[config.mk]
export PLATFORM = sky130hd
export DESIGN_NAME = debounce_sync
export DESIGN_NICKNAME = d
export VERILOG_FILES = /design/src/rtl/debounce_sync.sv
export SDC_FILE = /design/constraint.sdc
export NUM_CORES = 1
export LEC_CHECK = 0
export CAP_MARGIN = 30
export CELL_PAD_IN_SITES_DETAIL_PLACEMENT = 1
export CELL_PAD_IN_SITES_GLOBAL_PLACEMENT = 2
export CORE_UTILIZATION = 37
export CTS_CLUSTER_DIAMETER = 120
export DETAILED_ROUTE_END_ITERATION = 10
export PLACE_DENSITY = 0.85
export SLEW_MARGIN = 20
export SYNTH_ARGS = -nofsm -noshare
export SYNTH_HDL_FRONTEND = slang
export SYNTH_SLANG_ARGS = --single-unit
[constraint.sdc]
create_clock -name clock -period 2.47 [get_ports clock]
set_input_delay 0.3705 -clock clock [delete_from_list [all_inputs] [get_ports clock]]
set_output_delay 0.3705 -clock clock [all_outputs]
set_load 0.02 [all_outputs]
[src/rtl/debounce_sync.sv]
// ---------------------------------------------------------------------------
// debounce_sync
// Conditions one raw asynchronous input for synchronous use. A reset-capable
// flip-flop chain brings the input into the clock domain. A counter-qualified
// FSM then accepts a new level only after STABLE_CNT consecutive identical
// samples. The block emits the clean level plus one-clock rise/fall pulses.
//
// Ports
//   clock      : system clock, rising-edge active
//   reset_n    : asynchronous active-low reset
//   noisy_in   : raw asynchronous input (may bounce/glitch)
//   level_out  : debounced, synchronized level (registered)
//   rise_pulse : one-clock pulse on level_out 0->1 (registered)
//   fall_pulse : one-clock pulse on level_out 1->0 (registered)
// ---------------------------------------------------------------------------
module debounce_sync #(
  parameter int unsigned SYNC_STAGES = 2,
  parameter int unsigned STABLE_CNT  = 50000,
  parameter int unsigned CNT_WIDTH   = 16,
  parameter logic        RSTVAL      = 1'b0
) (
  input  logic clock,
  input  logic reset_n,
  input  logic noisy_in,
  output logic level_out,
  output logic rise_pulse,
  output logic fall_pulse
);

  typedef enum logic [1:0] {
    STABLE_LO = 2'd0,
    WAIT_HI   = 2'd1,
    STABLE_HI = 2'd2,
    WAIT_LO   = 2'd3
  } state_e;

  localparam state_e                RST_STATE = RSTVAL ? STABLE_HI : STABLE_LO;
  localparam logic [CNT_WIDTH-1:0]  CNT_LAST  = CNT_WIDTH'(STABLE_CNT - 1);
  localparam logic [CNT_WIDTH-1:0]  CNT_ONE   = CNT_WIDTH'(1);
  localparam logic [CNT_WIDTH-1:0]  CNT_ZERO  = '0;

  logic [SYNC_STAGES-1:0] sync_q, sync_d;
  state_e                 state_q, state_d;
  logic [CNT_WIDTH-1:0]   cnt_q, cnt_d;
  logic                   level_q, level_d;
  logic                   rise_q, rise_d;
  logic                   fall_q, fall_d;
  logic                   sample;

  // Plain shift chain: no logic between stages.
  assign sync_d = {sync_q[SYNC_STAGES-2:0], noisy_in};
  assign sample = sync_q[SYNC_STAGES-1];

  // Next-state logic; a WAIT state enters with count 1 because the sample
  // that triggered the exit from STABLE is the first of the new level.
  always_comb begin
    state_d = state_q;
    cnt_d   = cnt_q;
    level_d = level_q;
    rise_d  = 1'b0;
    fall_d  = 1'b0;
    unique case (state_q)
      STABLE_LO: begin
        if (sample) begin
          state_d = WAIT_HI;
          cnt_d   = CNT_ONE;
        end else begin
          cnt_d   = CNT_ZERO;
        end
      end
      WAIT_HI: begin
        if (!sample) begin
          state_d = STABLE_LO;
          cnt_d   = CNT_ZERO;
        end else if (cnt_q == CNT_LAST) begin
          state_d = STABLE_HI;
          cnt_d   = CNT_ZERO;
          level_d = 1'b1;
          rise_d  = 1'b1;
        end else begin
          cnt_d   = cnt_q + CNT_ONE;
        end
      end
      STABLE_HI: begin
        if (!sample) begin
          state_d = WAIT_LO;
          cnt_d   = CNT_ONE;
        end else begin
          cnt_d   = CNT_ZERO;
        end
      end
      WAIT_LO: begin
        if (sample) begin
          state_d = STABLE_HI;
          cnt_d   = CNT_ZERO;
        end else if (cnt_q == CNT_LAST) begin
          state_d = STABLE_LO;
          cnt_d   = CNT_ZERO;
          level_d = 1'b0;
          fall_d  = 1'b1;
        end else begin
          cnt_d   = cnt_q + CNT_ONE;
        end
      end
      default: begin
        state_d = RST_STATE;
        cnt_d   = CNT_ZERO;
      end
    endcase
  end

  // State and output registers; reset abandons any pending transition.
  always_ff @(posedge clock or negedge reset_n) begin
    if (!reset_n) begin
      sync_q  <= {SYNC_STAGES{RSTVAL}};
      state_q <= RST_STATE;
      cnt_q   <= CNT_ZERO;
      level_q <= RSTVAL;
      rise_q  <= 1'b0;
      fall_q  <= 1'b0;
    end else begin
      sync_q  <= sync_d;
      state_q <= state_d;
      cnt_q   <= cnt_d;
      level_q <= level_d;
      rise_q  <= rise_d;
      fall_q  <= fall_d;
    end
  end

  assign level_out  = level_q;
  assign rise_pulse = rise_q;
  assign fall_pulse = fall_q;

endmodule

## After elaboration in Yosys (flattened, before gate mapping)

Cells that the tools add are included.

- Equal/unequal tests: 12
- $add $sub $neg: 1
- Muxes and demuxes: 23
- Reduce and logical (&&, ||, !) cells: 4

Operators by type and width:

| kind | number |
|---|---|
| one-hot mux 16 bit (4 select lines) | 1 |
| two-way mux 16 bit | 3 |
| adder 16 x 1 -> 16 bit, second input constant | 1 |
| equality test 16 bit, second input constant | 1 |
| two-way mux 2 bit | 6 |
| inequality test 2 bit, second input constant | 6 |
| two-way mux 1 bit | 11 |
| one-hot mux 2 bit (4 select lines) | 1 |
| inequality test 3 bit, second input constant | 2 |
| AND reduction 5 bit | 1 |
| equality test 2 bit, second input constant | 2 |
| AND reduction 4 bit | 1 |
| equality test 2 x 1 -> 1 bit, second input constant | 1 |
| logical NOT 2 bit | 1 |
| one-hot mux 1 bit (2 select lines) | 1 |
| nonzero test 2 bit | 1 |

- Input port bits: 3
- Bits in registers: 23

## Logic depth before layout (Yosys ltp)

- Depth after elaboration: 4
- Depth in mapped cells: 6
- Depth with buffers taken out: 5

## Worst setup path before layout

OpenSTA, ideal clock, no wires.

- Path kind: register -> register
- Start point: register cnt_q[12]
- End point: register level_q, in the netlist level_out
- Arrival time: 1830 ps
- Required time: 2346 ps
- Setup slack: 516 ps
- Cell stages (with the launch flop): 5
- Library setup time: 124 ps
- Period minus slack after synthesis: 1954 ps
- Path through: dfrtp_1 > or4b_1 > or4_1 > buf_2 > a211o_1

- Cells in the longest elaborated chain, start to end: 3

Ends and longest elaborated chain:

| element | line | text |
|---|---|---|
| start: declaration | 44 | `logic [CNT_WIDTH-1:0] cnt_q, cnt_d;` |
| start signal: assignment | 124 | `cnt_q <= cnt_d;` |
| equality test 16 bit (*) | 75, 96 |  |
| inequality test 2 bit (no source line) | n/a |  |
| AND reduction 5 bit (no source line) (*) | n/a |  |
| end signal: assignment | 125 | `level_q <= level_d;` |
| end: declaration | 45 | `logic level_q, level_d;` |

Mark *: on every way between the ends. The rest lies on a longest branch, timed or not.
A chain may end at the register's enable or synchronous reset.

## Final worst setup path

Ends and elaborated chain as after synthesis.

==> impl_metrics.tcl <==
set metrics [dict create \
    synthCells 101 \
    yosys_warnings 0 \
    n_antenna_cell 0 \
    synth_top_area_cell "dfrtp_1" \
    io_pins 6 \
    grt_use_met1 0.2237 \
    outcome "finished, final reports clean" \
    cts_buffers 3 \
    ys.flop_type "dfrtp_1" \
    cts-root-buf "clkbuf_4" \
    synth.top_cell.area_share 0.5489 \
    vdd_drop_max_v 0.0004717 \
    finalWeightedCongestion 0.7311 \
    period_needed_ps 2067 \
    cts_hold_buf 0 \
    die_w_microns 55.24 \
    fin_util 0.4542 \
    syn_to_final_growth_pct 11.22 \
    synth_edf_count 0 \
    drt_drc_violations_left 0 \
    crit_arrival_ps 2270 \
    crit_type "register to register" \
    clk_path_buf_depth 2 \
    grt_use_total 0.1624 \
    port_buffers 5 \
    use_met3 0.05152 \
    synth_area_leaders "dfrtp_1, xnor2_1, nor2_1" \
    die_area_sq_um 3051 \
    avgSynthCellArea_sq_um 10.38 \
    num_rows 18 \
    ys_types 25 \
    grt.overflow.total 0 \
    finalCritPeriodShare 0.8368 \
    cts_resized 0 \
    htree_levels 1 \
    core-area_sq_um 2567 \
    drt-initial-drc-count 12 \
    power_density_nw_per_um2 500.6 \
    top_usage_layer "met2" \
    use_met2 0.2427 \
    layout-drive-gt1-share 0.08182 \
    final-hold-violation-count 0 \
    fin_tns_setup_ps 0 \
    fin_skew_ps 5.396 \
    wl_per_cell_microns 14.62 \
    clkLatencyLatePin_ps 310 \
    regArea_sq_um 575.6 \
    p_leak_nw 0.4599 \
    slew_headroom 0.7663 \
    slew_violations 0 \
    max_freq_mhz 483.8 \
    antenna_found_initial 0 \
    path_clk_slew_ps 120 \
    async_flop_share 1.000 \
    wl_mm 2.047 \
    syn_area_sq_um 1049 \
    viasPerCell 5.286 \
    multiInputGateArea_sq_um 441.7 \
    final_area_sq_um 1166 \
    synth.most_common_cell "dfrtp_1" \
    start_util 0.4084 \
    cts_setup_buffers 0 \
    end_kind "register" \
    fp.dieH_microns 55.24 \
    cp_max_fo 6 \
    fillers 297 \
    synthTopCellsByCount "dfrtp_1, nor2_1, xnor2_1" \
    placed_area_sq_um 1139 \
    ys_seq_elements 23 \
    synth_seq_area_share 0.5489 \
    hpwl_mm 1.498 \
    syn_nets 105 \
    rsz0062_at_grt "no" \
    tritoncts "yes" \
    cp.required_ps 2680 \
    maxCapViolations 0 \
    start_kind "register" \
    drt_pass1_iterations 4 \
    worst-slew-pin-transition_ps 347.4 \
    setup_viol 0 \
    grt_max_degree 24 \
    ant_nets 0 \
    hold_path.class "register to register" \
    via_count 740 \
    grt_pass1_vias 834 \
    cts_sinks 23 \
    finalNetCount 115 \
    grt_pass1_wl_mm 3.877 \
]
power by group:
group	total (W)	switching [W]	internal, W
sequential	0.000387	0.00000588	0.000382
combinational	0.0000250	0.0000161	0.00000890
clock	0.000171	0.000111	0.0000605
total	0.000584	0.000133	0.000451
layer usage:
metal / up-vias / part of all wire
met1: 371 / 0.50
met5: - / 0
met4: 0 / 0.013
met2: 7 / 0.46
met3: 2 / 0.029
li1: 360 / -
registers in the layout, indices dropped and copies added, names as in the netlist, named ones only:
name and cells:
state_q 1, sync_q 2, level_out 1, rise_pulse 1
cnt_q 16, fall_pulse 1
worst paths after layout:
path                                          start                     to  slack [ps]  depth (start not counted)
worst max register to register  cnt_q[12]$_DFF_PN0_  level_out$_DFFE_PN0P_         400                          3
max in group asynchronous                   reset_n    cnt_q[11]$_DFF_PN0_        1840                          2
worst min-delay path            sync_q[0]$_DFF_PN0_    sync_q[1]$_DFF_PN0_         370                          0
worst min register to register  sync_q[0]$_DFF_PN0_    sync_q[1]$_DFF_PN0_         370                          0
min in group asynchronous                   reset_n   rise_pulse$_DFF_PN0_         400                          2
worst max-delay path            cnt_q[12]$_DFF_PN0_  level_out$_DFFE_PN0P_         400                          3
worst max-delay path: stages, from the launching register on:
cell	delay [ps]
dfrtp_1	450
or4b_1	530
or4_1	650
a211o_1	340
metrics by stage:
stage	setup slack (ps)	power, W	std cells	hold slack (ps)
floorplan	515.6	0.0004053	101	74.91
global placement	439.8	0.0004194	136	343.4
detailed placement	410.3	0.0004211	136	344.4
CTS	390.2	0.0005994	140	375.2
global route	338.4	0.0006175	140	387.0
finish	403.2	0.0005837	140	369.7
logic make-up after synthesis:
family	Yosys count	synth area share
flops	23	0.5489
simple gates	50	0.2506
buf+inv	7	0.02983
xor+xnor	15	0.1253
fa+ha+maj	1	0.01193
compound gates	5	0.03342
cell type report:
cell class / instances / area share
inverter: 5 / 0.01609
timing repair buffer: 7 / 0.05579
tap: 30 / 0.03219
multi-input combinational: 71 / 0.3788
clock inverter: 1 / 0.004292
sequential: 23 / 0.4936
clock buffer: 3 / 0.01931
cells in the final DEF (no fill, tap or decap):
cell | netlist | final
nor2_1 | 19 | 19
a21boi_0 | 1 | 1
buf_4 | 1 | 2
a211o_1 | 1 | 1
nand3_1 | 5 | 5
nor3_1 | 5 | 5
o21ai_0 | 1 | 1
o22ai_1 | 1 | 1
inv_1 | 5 | 5
clkdlybuf4s50_1 | 0 | 5
ha_1 | 1 | 1
or4_1 | 2 | 2
nor3b_1 | 1 | 1
xor2_1 | 2 | 2
or4b_1 | 2 | 2
xnor2_1 | 13 | 13
a21o_1 | 1 | 1
nor3_2 | 1 | 1
nand3_2 | 1 | 1
clkinv_2 | 0 | 1
nor4_1 | 3 | 3
nand4_1 | 4 | 4
nand4b_1 | 1 | 1
dfrtp_1 | 23 | 23
nand2_1 | 5 | 5
clkbuf_4 | 0 | 3
and2_2 | 1 | 1
(Power assumes the default switching activity.)
